### src/rtl/jpu_pkg.sv
// Shared opcodes, instruction field positions and FSM state type for the JPU decode stage.
package jpu_pkg;

    localparam logic [3:0] OP_NOP  = 4'h0;
    localparam logic [3:0] OP_ADD  = 4'h1;
    localparam logic [3:0] OP_SUB  = 4'h2;
    localparam logic [3:0] OP_AND  = 4'h3;
    localparam logic [3:0] OP_OR   = 4'h4;
    localparam logic [3:0] OP_XOR  = 4'h5;
    localparam logic [3:0] OP_LDI  = 4'h6;
    localparam logic [3:0] OP_MOV  = 4'h7;
    localparam logic [3:0] OP_HALT = 4'hF;

    localparam int unsigned OP_LSB  = 12;
    localparam int unsigned RD_LSB  = 9;
    localparam int unsigned RA_LSB  = 6;
    localparam int unsigned RB_LSB  = 3;
    localparam int unsigned IR_LSB  = 3;

    typedef enum logic [2:0] {
        ST_IDLE,
        ST_READ,
        ST_EXEC,
        ST_WRITE,
        ST_HALT
    } state_e;

    function automatic logic is_reg_op(input logic [3:0] op);
        return (op >= OP_ADD) && (op <= OP_MOV) && (op != OP_LDI);
    endfunction

    function automatic logic is_illegal_op(input logic [3:0] op);
        return (op > OP_MOV) && (op != OP_HALT);
    endfunction

endpackage

### src/rtl/jpu_alu.sv
// Combinational ALU: two-operand logic/arithmetic on register-file operands, modulo 2^DATA_W.
module jpu_alu
    import jpu_pkg::*;
#(
    parameter int unsigned DATA_W = 16
) (
    input  logic [3:0]        op,
    input  logic [DATA_W-1:0] a,
    input  logic [DATA_W-1:0] b,
    output logic [DATA_W-1:0] y
);

    always_comb begin
        y = '0;
        case (op)
            OP_ADD:  y = a + b;
            OP_SUB:  y = a - b;
            OP_AND:  y = a & b;
            OP_OR:   y = a | b;
            OP_XOR:  y = a ^ b;
            OP_MOV:  y = a;
            default: y = '0;
        endcase
    end

endmodule

### src/rtl/jpu_decode_ctrl.sv
// Non-pipelined decode/sequencing stage driving the JPU 8x16 register file.
// One instruction in flight; register-file strobes are Moore outputs of state and IR.
module jpu_decode_ctrl
    import jpu_pkg::*;
#(
    parameter int unsigned DATA_W      = 16,
    parameter int unsigned ADDR_W      = 3,
    parameter bit          LDI_SIGNEXT = 1'b0
) (
    input  logic              clock,
    input  logic              reset_n,
    input  logic              instr_valid,
    input  logic [15:0]       instr,
    output logic              instr_ready,
    output logic              rf_enable,
    output logic              rf_enable_read,
    output logic              rf_enable_write,
    output logic [ADDR_W-1:0] rf_addrA,
    output logic [ADDR_W-1:0] rf_addrB,
    output logic [DATA_W-1:0] rf_data_in,
    input  logic [DATA_W-1:0] rf_dataA,
    input  logic [DATA_W-1:0] rf_dataB,
    output logic              retired,
    output logic              illegal,
    output logic              halted
);

    state_e             state_q, state_d;
    logic [15:IR_LSB]   ir_q, ir_d;
    logic [DATA_W-1:0]  wb_q, wb_d;
    logic               retired_q, retired_d;
    logic               illegal_q, illegal_d;
    logic [DATA_W-1:0]  alu_y;
    logic [3:0]         acc_op;

    jpu_alu #(
        .DATA_W (DATA_W)
    ) u_alu (
        .op (ir_q[OP_LSB +: 4]),
        .a  (rf_dataA),
        .b  (rf_dataB),
        .y  (alu_y)
    );

    always_comb begin
        state_d         = state_q;
        ir_d            = ir_q;
        wb_d            = wb_q;
        retired_d       = 1'b0;
        illegal_d       = 1'b0;
        acc_op          = instr[OP_LSB +: 4];
        instr_ready     = 1'b0;
        halted          = 1'b0;
        rf_enable       = 1'b0;
        rf_enable_read  = 1'b0;
        rf_enable_write = 1'b0;
        rf_addrA        = '0;
        rf_addrB        = '0;
        rf_data_in      = '0;

        case (state_q)
            ST_IDLE: begin
                instr_ready = 1'b1;
                if (instr_valid) begin
                    ir_d = instr[15:IR_LSB];
                    if (is_reg_op(acc_op)) begin
                        state_d = ST_READ;
                    end else if (acc_op == OP_LDI) begin
                        state_d = ST_WRITE;
                        wb_d    = LDI_SIGNEXT ? {{(DATA_W-8){instr[7]}}, instr[7:0]}
                                              : {{(DATA_W-8){1'b0}}, instr[7:0]};
                    end else if (acc_op == OP_HALT) begin
                        state_d = ST_HALT;
                    end else begin
                        // NOP and illegal opcodes retire straight from IDLE
                        retired_d = 1'b1;
                        illegal_d = is_illegal_op(acc_op);
                    end
                end
            end
            ST_READ: begin
                rf_enable      = 1'b1;
                rf_enable_read = 1'b1;
                rf_addrA       = ir_q[RA_LSB +: ADDR_W];
                rf_addrB       = ir_q[RB_LSB +: ADDR_W];
                state_d        = ST_EXEC;
            end
            ST_EXEC: begin
                wb_d    = alu_y;
                state_d = ST_WRITE;
            end
            ST_WRITE: begin
                rf_enable       = 1'b1;
                rf_enable_write = 1'b1;
                rf_addrA        = ir_q[RD_LSB +: ADDR_W];
                rf_data_in      = wb_q;
                retired_d       = 1'b1;
                state_d         = ST_IDLE;
            end
            ST_HALT: begin
                halted = 1'b1;
            end
            default: begin
                state_d = ST_IDLE;
            end
        endcase
    end

    always_ff @(posedge clock or negedge reset_n) begin
        if (!reset_n) begin
            state_q   <= ST_IDLE;
            ir_q      <= '0;
            wb_q      <= '0;
            retired_q <= 1'b0;
            illegal_q <= 1'b0;
        end else begin
            state_q   <= state_d;
            ir_q      <= ir_d;
            wb_q      <= wb_d;
            retired_q <= retired_d;
            illegal_q <= illegal_d;
        end
    end

    assign retired = retired_q;
    assign illegal = illegal_q;

endmodule

### config.mk
export PLATFORM = sky130hd
export DESIGN_NAME = jpu_decode_ctrl
export DESIGN_NICKNAME = d
export VERILOG_FILES = /design/src/rtl/jpu_pkg.sv /design/src/rtl/jpu_alu.sv /design/src/rtl/jpu_decode_ctrl.sv
export SDC_FILE = /design/constraint.sdc
export NUM_CORES = 1
export LEC_CHECK = 0
export ABC_AREA = 1
export BUFFER_PORTS_ARGS = -buffer_cell sky130_fd_sc_hd__buf_2
export CAP_MARGIN = 5
export CORE_MARGIN = 8
export CORE_UTILIZATION = 30
export DETAILED_ROUTE_END_ITERATION = 6
export GPL_ROUTABILITY_DRIVEN = 0
export PLACE_DENSITY = 0.48
export SLEW_MARGIN = 5
export SYNTH_ARGS = -nofsm -noshare
export SYNTH_HDL_FRONTEND = slang
export SYNTH_SLANG_ARGS = --single-unit
### constraint.sdc
create_clock -name clock -period 2.3 [get_ports clock]
set_input_delay 0.345 -clock clock [delete_from_list [all_inputs] [get_ports clock]]
set_output_delay 0.345 -clock clock [all_outputs]
set_load 0.02 [all_outputs]
==> flow_summary.toml, run 1 <==
[run_status]
run_status = "finished, violations left"
violations = "setup timing"

[cells_and_area]
finish.cell_count_without_fillers = 904
insertedDiodeCount = 0
post_route_cells_drive_above_1_share_pct = 32.5
final_net_count = 831
area.growth.synth_to_final_pct = 41.0

[power_and_ir_drop]
switchingPower_w = 0.000746
power_frac_seq_pct = 26.7
peakVddDrop_v = 0.000290
pwr-share-comb_pct = 35.6
report.power.total_w = 0.00235
swShare_pct = 31.7
leakage_nw = 2.90
p_clk_share_pct = 37.7
internal-power_w = 0.00161
power.density_nw_per_um2 = 437

[global_routing]
first_global_vias = 4152
grt_first_pass_wirelength_mm = 20.7
globalRouteOverflowTotal = 0
grt_start_max_net_pins = 35
grt_antenna_before_repair = 0
grt_util_all_layers_pct = 15.4

[synthesis]
post_synth.cell_area_avg_um2 = 6.48
sequential_share_of_the_synthesized_area_pct = 22.3
synth_area_um2 = 3820
syn_inst = 589
postSynth.asyncResetShare_pct = 100
synth.distinct_cells = 41
synth_seq_cells = 34
synth-main-ff-cell = "sky130_fd_sc_hd__dfrtp_1"
synth-edff-count = 0
count_of_synthesis_stage_warnings_from_yosys = 0
syn_nets = 689

[clock_network]
cts.path.max_buffers = 2
tritoncts_clock_tree = "built"
cts-hold-fix-buffers = 0
cts_inserted_buffers = 5
ctsRootBufferMaster = "sky130_fd_sc_hd__clkbuf_16"
clkTransAtPathRegs_ps = 60
worstSkewPairLatency_ps = 280
cts-htree-levels = 2
numClockSinks = 34

[timing]
timing.final.max_slew_violations = 0
hold-worst-slack_ps = 158
hold_viol = 0
max_clock_freq_mhz = 398
clock-skew-final_ps = 6.05
finalSetupViolations = 12
timing.final.ws_setup_ps = -211
layout_worst_path_cycle_share_pct = 109
final.min_clock_period_ps = 2510
unrepaired_setup_endpoints_after_global_routing = "true"
setup-tns-final_ps = -1610
timing.max_slew.rel_slack_pct = 45.6
tightest_slew_ps = 816

[placed_design]
pre_cts_setup_slack_ps = -509
placedCellCount = 886
port-buffer-count = 79
dp_hpwl_mm = 10.1

[worst_setup_path]
worstPathMaxFanout = 7
cp-end-kind = "register"
timing.critical_path.required_ps = 2470
worstSetupStartpointType = "register"
critical_path_class = "register to register"
worst_ep_arrival_time_ps = 2680

[route]
wl_mm = 12.7
firstDrtPassIters = 6
initialDrtViolationCount = 190
wirelength_met1_mm = 6.40
routed-wl-met2_mm = 5.62
top_layer = "met4"
avgRoutedWirePerCell_um = 14.1
route.detailed.vias_per_inst = 4.54
detailroute.via_count = 4108
wl_met3_um = 587
drt_drc_violations_left = 0
antenna_viol_nets_final = 0

[floorplanning]
core_area_um2 = 12500
rows = 41
die_width_um = 129
die_area_um2 = 16600
boundaryPins = 80
initial_utilization_pct = 30.5
die_height_um = 129

[hold_path]
hold_class = "input pin to async pin"

[flow_run]
max_cap_viol_count = 0
-- registers in the layout, indices dropped and copies added (netlist names) --
register  cells
ir_q         13
state_q       3
illegal       1
wb_q         16
retired       1
-- per-layer routing --
layer	vias up	global-route usage, %
li1	2165	-
met4	0	3.32
met2	88	25.4
met3	6	1.90
met1	1849	21.1
met5	-	0
-- path summary, 6_finish.rpt --
| path | endpoint | start | depth (start not counted) | slack (ps) |
|---|---|---|---|---|
| max in group asynchronous | wb_q[2] | reset_n | 1 | 1610 |
| worst min register to register | wb_q[9] | wb_q[9] | 2 | 470 |
| worst min-delay path | wb_q[14] | reset_n | 1 | 160 |
| worst max-delay path | wb_q[15] | ir_q[14] | 17 | -210 |
| min in group clock | ir_q[10] | instr[10] | 3 | 270 |
| worst max register to register | wb_q[15] | ir_q[14] | 17 | -210 |
-- power by group through the flow --
stage	combinational, W	sequential [W]	clock [W]
2_1_floorplan	0.000409	0.000637	0
3_3_place_gp	0.000704	0.000637	0
3_5_place_dp	0.000715	0.000638	0
4_1_cts	0.000774	0.000628	0.000912
5_1_grt	0.000931	0.000631	0.000928
6_report	0.000837	0.000629	0.000886
-- critical path, stage by stage, from the launching register on --
cell and delay [ps]:
sky130_fd_sc_hd__dfrtp_1 400, sky130_fd_sc_hd__nor2_4 150, sky130_fd_sc_hd__nand3_4 140, sky130_fd_sc_hd__buf_6 180
sky130_fd_sc_hd__a21oi_4 140, sky130_fd_sc_hd__o21ai_2 80, sky130_fd_sc_hd__xor2_1 140, sky130_fd_sc_hd__ha_1 350
sky130_fd_sc_hd__nand2_2 130, sky130_fd_sc_hd__inv_2 40, sky130_fd_sc_hd__a21oi_2 150, sky130_fd_sc_hd__nand2_1 70
sky130_fd_sc_hd__a21oi_1 120, sky130_fd_sc_hd__nand3_1 80, sky130_fd_sc_hd__nand3_1 70, sky130_fd_sc_hd__nand2_1 60
sky130_fd_sc_hd__nand2_1 60, sky130_fd_sc_hd__nand2_1 40
-- cell families after synthesis --
| family | count (synthesis) | synth area share [%] |
|---|---|---|
| AND/OR/NAND/NOR | 278 | 30.5 |
| buffers and inverters | 118 | 12.6 |
| AO/OA/AOI/OAI | 96 | 15.1 |
| adder cells (fa/ha/maj) | 49 | 16.3 |
| flip-flops | 34 | 22.3 |
| XOR/XNOR | 14 | 3.21 |
-- synth_stat cells, drive strengths merged, types with 2 or more instances --
master	number	area share (%)
a22o	3	0.69
o21ai	38	5.1
nand3	31	4.2
nand2	168	17
xnor2	2	0.46
clkbuf	2	0.20
or2	4	0.66
inv	107	11
ha	48	16
o31ai	3	0.59
nor3	5	0.66
o22ai	2	0.33
o221ai	5	1.1
xor2	12	2.8
dfrtp	34	22
nand3b	4	0.79
buf	9	1.8
nor2	61	6.5
a22oi	2	0.39
a221oi	4	0.92
nand4	4	0.66
o211ai	4	0.79
a21oi	30	4.2
-- cells in the final DEF (no fill, tap or decap), types with 8 or more instances in the layout --
| cell type | Yosys | layout |
|---|---|---|
| sky130_fd_sc_hd__xor2_1 | 12 | 12 |
| sky130_fd_sc_hd__ha_1 | 48 | 42 |
| sky130_fd_sc_hd__inv_2 | 7 | 12 |
| sky130_fd_sc_hd__nor2_2 | 4 | 8 |
| sky130_fd_sc_hd__nand2_1 | 164 | 147 |
| sky130_fd_sc_hd__a21oi_2 | 3 | 9 |
| sky130_fd_sc_hd__buf_2 | 2 | 78 |
| sky130_fd_sc_hd__buf_4 | 5 | 62 |
| sky130_fd_sc_hd__o21ai_1 | 10 | 13 |
| sky130_fd_sc_hd__nand2_2 | 4 | 19 |
| sky130_fd_sc_hd__o21ai_0 | 27 | 21 |
| sky130_fd_sc_hd__inv_1 | 100 | 92 |
| sky130_fd_sc_hd__nand3_1 | 30 | 28 |
| sky130_fd_sc_hd__a21oi_1 | 27 | 17 |
| sky130_fd_sc_hd__dfrtp_1 | 34 | 34 |
| sky130_fd_sc_hd__nor2_1 | 56 | 49 |
-- final cells by class --
type | count | area, um2
repair buffers | 146 | 923
multi-input cells | 437 | 2770
clock inverters | 3 | 68.8
clock buffers | 5 | 125
fillers | 1371 | 7140
well taps | 172 | 215
flip-flops and latches | 34 | 851
inverters | 107 | 429
-- metrics by stage --
stage          area (um2)  utilization, %
6_report             5380            43.0
5_1_grt              5380            43.0
4_1_cts              5240            41.8
3_5_place_dp         4870            38.9
3_3_place_gp         4870            38.9
2_1_floorplan        3910               -
-- timing repair --
action	in CTS	in global routing
endpoints found under the setup margin	14	14
endpoints found under the hold margin	0	0
pin swaps	31	7
setup buffers	7	4
resized for setup	41	30
Note: power is estimated with default switching activity, not from simulation.
==> run 2, diff against run 1 <==
--- a/config.mk
+++ b/config.mk
@@ -8,6 +8,7 @@
 export ABC_AREA = 1
 export BUFFER_PORTS_ARGS = -buffer_cell sky130_fd_sc_hd__buf_2
 export CAP_MARGIN = 5
+export CORE_ASPECT_RATIO = 0.75
 export CORE_MARGIN = 8
 export CORE_UTILIZATION = 30
 export DETAILED_ROUTE_END_ITERATION = 6
==> run 2 against run 1 <==
Compared with the run above:
- total power down 6.4%
- hold slack better by 0.56 ps
- via count up 1.0%
- largest power group is now combinational cells
- the flow still finishes with violations (setup timing)
- register-to-register slack worse by 40 ps
- cell area down 2.9%
- critical endpoint is now wb_q[12]
- core utilization down 0.69 points
- count of clock-buffer cells in the layout up 1
- critical path type unchanged
- worst setup slack worse by 37 ps
- critical path depth down 2
- global-route usage down 0.48 points
- combinational power down 4.9%
- maximum frequency down 1.5%
==> flow_summary.toml, run 2 (same netlist as run 1, synthesis figures left out) <==
[run_status]
run_status = "finished, violations left"
violations = "setup timing"

[floorplanning]
die_area_um2 = 16600
core_area_um2 = 12300
die_width_um = 146
die_height_um = 114
rows = 35
boundaryPins = 80
initial_utilization_pct = 30.9

[clock_network]
cts_inserted_buffers = 5
tritoncts_clock_tree = "built"
cts.path.max_buffers = 2
ctsRootBufferMaster = "sky130_fd_sc_hd__clkbuf_16"
worstSkewPairLatency_ps = 280
clkTransAtPathRegs_ps = 60
numClockSinks = 34
cts-htree-levels = 2

[power_and_ir_drop]
peakVddDrop_v = 0.000263
report.power.total_w = 0.00220
leakage_nw = 2.85
power.density_nw_per_um2 = 421

[worst_setup_path]
timing.critical_path.required_ps = 2460
worst_ep_arrival_time_ps = 2710
cp-end-kind = "register"
worstPathMaxFanout = 8
critical_path_class = "register to register"
worstSetupStartpointType = "register"

[cells_and_area]
layout.cells.most_common_list = "154 x sky130_fd_sc_hd__nand2_1, 95 x sky130_fd_sc_hd__inv_1, 78 x sky130_fd_sc_hd__buf_2"
area.growth.synth_to_final_pct = 36.8
final_core_util_pct = 42.3
final_net_count = 830
layout.filler_cells = 1345
largest_register_ffs = 16
largest_register = "wb_q"
insertedDiodeCount = 0
registers_with_the_most_flip_flops = "wb_q (16), ir_q (13), state_q (3)"
finish.cell_count_without_fillers = 896
leading_cell_type_in_the_layout_fill_and_taps_excluded = "sky130_fd_sc_hd__nand2_1"
post_route_cells_drive_above_1_share_pct = 29.5

[global_routing]
first_global_vias = 3983
grt_util_all_layers_pct = 15.0
globalRouteOverflowTotal = 0
grt_start_max_net_pins = 35
grt_antenna_before_repair = 0
grt_first_pass_wirelength_mm = 20.4

[route]
drt_drc_violations_left = 0
firstDrtPassIters = 4
route.detailed.vias_per_inst = 4.63
wl_mm = 12.6
antenna_viol_nets_final = 0
detailroute.via_count = 4150
initialDrtViolationCount = 245
avgRoutedWirePerCell_um = 14.1

[placed_design]
port-buffer-count = 79
dp_hpwl_mm = 10.5
placedCellCount = 879

[timing]
max_clock_freq_mhz = 392
timing.max_slew.rel_slack_pct = 45.4
unrepaired_setup_endpoints_after_global_routing = "true"
timing.final.max_slew_violations = 0
finalSetupViolations = 13
clock-skew-final_ps = 6.89
hold_viol = 0
layout_worst_path_cycle_share_pct = 111
final.min_clock_period_ps = 2550
timing.final.ws_setup_ps = -248
tightest_slew_ps = 819

[flow_run]
max_cap_viol_count = 0

[hold_path]
hold_class = "input pin to async pin"
[run 2: cell count changes in the layout (fill, tap and decap cells not counted), moves of 3 or more]
cell / before / now
sky130_fd_sc_hd__buf_4: 62 / 66
sky130_fd_sc_hd__buf_6: 6 / 1
sky130_fd_sc_hd__ha_1: 42 / 45
sky130_fd_sc_hd__ha_2: 3 / 0
sky130_fd_sc_hd__inv_1: 92 / 95
sky130_fd_sc_hd__inv_2: 12 / 9
sky130_fd_sc_hd__nand2_1: 147 / 154
sky130_fd_sc_hd__nand2_2: 19 / 14
[run 2: layer usage]
metal	global-route usage [%]	routed length, um
met1	22.9	7010
met2	21.3	4960
met3	2.22	515
met4	3.08	125
met5	0	0
[run 2: final timing paths]
kind | from | endpoint | slack, ps | depth (start not counted)
min in group clock | instr[11] | ir_q[11] | 270 | 3
hold / removal | reset_n | wb_q[10] | 160 | 1
hold reg to reg | ir_q[11] | ir_q[11] | 470 | 2
setup / recovery | ir_q[14] | wb_q[12] | -250 | 15
max in group asynchronous | reset_n | wb_q[2] | 1610 | 1
setup reg to reg | ir_q[14] | wb_q[12] | -250 | 15
[run 2: repair_timing]
action	CTS	global route
setup buffers	7	3
gates cloned	0	0
pin swaps	10	16
gates resized for setup	17	24
hold buffers	0	0
setup endpoints to repair	14	14
[run 2: final cells by class]
cell class,count,area (um2),area share [%]
sequential,34,851,16.3
tap,166,208,3.98
inverter,107,429,8.22
multi-input combinational,437,2670,51.1
timing repair buffer,145,897,17.2
clock inverter,1,30.0,0.575
clock buffer,6,139,2.66
[run 2: where the power goes]
part	leakage [nW]	switching, W	internal [W]
Combinational	2.34	0.000457	0.000339
Sequential	0.430	0.00000983	0.000619
Clock	0.0829	0.000241	0.000534
Total	2.85	0.000708	0.00149
[run 2: worst max-delay path: stages (launching register included)]
cell and delay [ps]:
sky130_fd_sc_hd__dfrtp_1 410, sky130_fd_sc_hd__nor2_4 150, sky130_fd_sc_hd__nand3_4 160, sky130_fd_sc_hd__o21ai_0 140, sky130_fd_sc_hd__xor2_1 280, sky130_fd_sc_hd__ha_1 340
sky130_fd_sc_hd__buf_4 160, sky130_fd_sc_hd__nand2_1 50, sky130_fd_sc_hd__inv_1 60, sky130_fd_sc_hd__buf_4 130, sky130_fd_sc_hd__nand4_1 110, sky130_fd_sc_hd__nand4_1 100
sky130_fd_sc_hd__nand3_1 100, sky130_fd_sc_hd__nand2_1 110, sky130_fd_sc_hd__nand2_1 110, sky130_fd_sc_hd__nand2_1 50
[run 2: per-stage QoR]
step	TNS [ps]	worst slack (ps)	hold WS [ps]	cell area [um2]
2_1_floorplan	-117	-43.0	49.4	3910
3_3_place_gp	-4550	-459	454	4850
3_5_place_dp	-4760	-469	465	4850
4_1_cts	-1970	-205	184	5130
5_1_grt	-4360	-434	228	5220
6_report	-2280	-248	158	5220
==> run 3, diff against run 2 <==
--- a/config.mk
+++ b/config.mk
@@ -10,10 +10,10 @@
 export CAP_MARGIN = 5
 export CORE_ASPECT_RATIO = 0.75
 export CORE_MARGIN = 8
-export CORE_UTILIZATION = 30
+export CORE_UTILIZATION = 45
 export DETAILED_ROUTE_END_ITERATION = 6
 export GPL_ROUTABILITY_DRIVEN = 0
-export PLACE_DENSITY = 0.48
+export PLACE_DENSITY = 0.67
 export SLEW_MARGIN = 5
 export SYNTH_ARGS = -nofsm -noshare
 export SYNTH_HDL_FRONTEND = slang
==> run 3 against run 2 <==
Compared with the run above:
- the run still ends with setup timing left
- worst setup slack worse by 6.4 ps
- cell count down 6.5%
- sequential power about the same
- core utilization up 22 points
- first-iteration DRC count up 28%
- count of clock-buffer cells in the layout unchanged
- clock power down 13%
- sequential share of layout area down 0.31 points
- total power down 2.7%
- routed wire length down 3.6%
- largest cell class unchanged
- critical endpoint is now wb_q[15]
- critical path depth up 3
==> flow_summary.toml, run 3 (same netlist as run 1, synthesis figures left out) <==
[timing]
hold-worst-slack_ps = 139
finalSetupViolations = 13
unrepaired_setup_endpoints_after_global_routing = "true"
layout_worst_path_cycle_share_pct = 111
timing.final.max_slew_violations = 0
timing.max_slew.rel_slack_pct = 49.3
hold_viol = 0
max_clock_freq_mhz = 391
clock-skew-final_ps = 4.73
final.min_clock_period_ps = 2550
tightest_slew_ps = 760
timing.final.ws_setup_ps = -254

[global_routing]
grt_antenna_before_repair = 0
first_global_vias = 4081
globalRouteOverflowTotal = 0
grt_start_max_net_pins = 35
grt_util_all_layers_pct = 20.3
grt_first_pass_wirelength_mm = 19.2

[placed_design]
pre_cts_setup_slack_ps = -489
dp_hpwl_mm = 9.29
placement.cell_area_um2 = 4740
port-buffer-count = 79

[route]
avgRoutedWirePerCell_um = 14.5
detailroute.via_count = 4262
firstDrtPassIters = 5
antenna_viol_nets_final = 0
drt_drc_violations_left = 0
initialDrtViolationCount = 313
wl_mm = 12.2
route.detailed.vias_per_inst = 5.09

[worst_setup_path]
cp_num_buf_inv = 2
worstSetupStartpointType = "register"
cp-end-kind = "register"
worst_ep_arrival_time_ps = 2720
path_common_cell = "sky130_fd_sc_hd__nand2_1"
crit_path_top_delay_cell = "sky130_fd_sc_hd__dfrtp_1"
worst_setup_path_startpoint = "ir_q[14]"
critical_path.reg2reg.startpoint = "ir_q[14]"
crit_family = "simple AND/OR/NAND/NOR gates"
slowest_delay_ps = 400
worstPathMaxFanout = 5
timing.critical_path.required_ps = 2470
critical_path_class = "register to register"
crit_chain = "nor2_4, nand3_4, o21ai_4, inv_2, a21oi_4, o21ai_2, xor2_1, ha_1, nand2_2, buf_4, nor3_4, nand2_1, nand3_2, nand2_1, nand3_1, nand2_1, nand2_1, nand2_1"

[cells_and_area]
registers_with_the_most_flip_flops = "wb_q (16), ir_q (13), state_q (3)"
final_net_count = 829
layout.cells.most_common_list = "144 x sky130_fd_sc_hd__nand2_1, 93 x sky130_fd_sc_hd__inv_1, 77 x sky130_fd_sc_hd__buf_2"
area.growth.synth_to_final_pct = 39.5
post_route_cells_drive_above_1_share_pct = 32.7
final_core_util_pct = 63.8
largest_register_ffs = 16
post-route-cell-area_um2 = 5320
leading_cell_type_in_the_layout_fill_and_taps_excluded = "sky130_fd_sc_hd__nand2_1"
largest_register = "wb_q"
insertedDiodeCount = 0

[floorplanning]
die_height_um = 95.8
core_area_um2 = 8350
initial_utilization_pct = 45.7
die_area_um2 = 11700
die_width_um = 122
boundaryPins = 80
rows = 29

[hold_path]
hold_class = "input pin to async pin"

[power_and_ir_drop]
power.density_nw_per_um2 = 402
leakage_nw = 2.89
peakVddDrop_v = 0.000271
report.power.total_w = 0.00214

[clock_network]
clkTransAtPathRegs_ps = 50
ctsRootBufferMaster = "sky130_fd_sc_hd__clkbuf_16"
cts_inserted_buffers = 5
cts-htree-levels = 2
cts-hold-fix-buffers = 0
numClockSinks = 34
worstSkewPairLatency_ps = 280
tritoncts_clock_tree = "built"
cts.path.max_buffers = 2

[run_status]
violations = "setup timing"
run_status = "finished, violations left"

[flow_run]
max_cap_viol_count = 0
## run 3: changes by cell type in the layout (fill, tap and decap cells not counted), sizes merged
cell	delta
buf	-2
bufinv	-1
clkinv	+1
clkinvlp	+1
nand3	+1
## run 3: final cells by class
cell class              instances  area (um2)
clock buffers                   6         139
inverters                     107         429
repair buffers                143         896
fillers                       733        3020
well taps                     108         135
clock inverters                 2        12.5
flip-flops and latches         34         851
multi-input cells             438        2860
## run 3: final timing paths
path / cells past startpoint / slack [ps] / endpoint
worst max-delay path: 18 / -250 / wb_q[15]
worst min-delay path: 1 / 140 / ir_q[5]
worst max register to register: 18 / -250 / wb_q[15]
worst min register to register: 2 / 470 / ir_q[11]
max in group asynchronous: 1 / 1680 / wb_q[4]
min in group clock: 3 / 270 / ir_q[10]
## run 3: worst reg2reg max path, cell delays in order (launching register included)
cell                      delay (ps)
sky130_fd_sc_hd__dfrtp_1         400
sky130_fd_sc_hd__nor2_4          150
sky130_fd_sc_hd__nand3_4         140
sky130_fd_sc_hd__o21ai_4         110
sky130_fd_sc_hd__inv_2            60
sky130_fd_sc_hd__a21oi_4         130
sky130_fd_sc_hd__o21ai_2          80
sky130_fd_sc_hd__xor2_1          150
sky130_fd_sc_hd__ha_1            380
sky130_fd_sc_hd__nand2_2         100
sky130_fd_sc_hd__buf_4           160
sky130_fd_sc_hd__nor3_4          140
sky130_fd_sc_hd__nand2_1         100
sky130_fd_sc_hd__nand3_2          60
sky130_fd_sc_hd__nand2_1          50
sky130_fd_sc_hd__nand3_1          70
sky130_fd_sc_hd__nand2_1          60
sky130_fd_sc_hd__nand2_1          70
sky130_fd_sc_hd__nand2_1          50
## run 3: repair_timing
| action | CTS | global route |
|---|---|---|
| pin swaps | 22 | 34 |
| buffers inserted | 8 | 6 |
| cloned | 1 | 0 |
| setup endpoints to repair | 14 | 14 |
| gates resized for setup | 28 | 53 |
## run 3: metrics by stage
stage / TNS (ps) / instances
after floorplan: -117 / 589
after global placement: -4070 / 816
after detailed placement: -4730 / 816
after CTS: -1660 / 832
after global routing: -3960 / 838
final: -2040 / 838
## run 3: routing by layer
| layer | vias up | global-route usage (%) | part of all wire [%] |
|---|---|---|---|
| li1 | 2168 | - | - |
| met1 | 1937 | 29.3 | 47 |
| met2 | 148 | 31.6 | 44 |
| met3 | 9 | 3.22 | 7.7 |
| met4 | 0 | 3.13 | 0.80 |
| met5 | - | 0 | 0 |
## run 3: report_power, final
part | internal, W | leakage, nW | switching, W | total [W]
clock | 0.000428 | 0.0729 | 0.000244 | 0.000672
sequential | 0.000619 | 0.430 | 0.0000104 | 0.000629
combinational | 0.000354 | 2.39 | 0.000487 | 0.000841
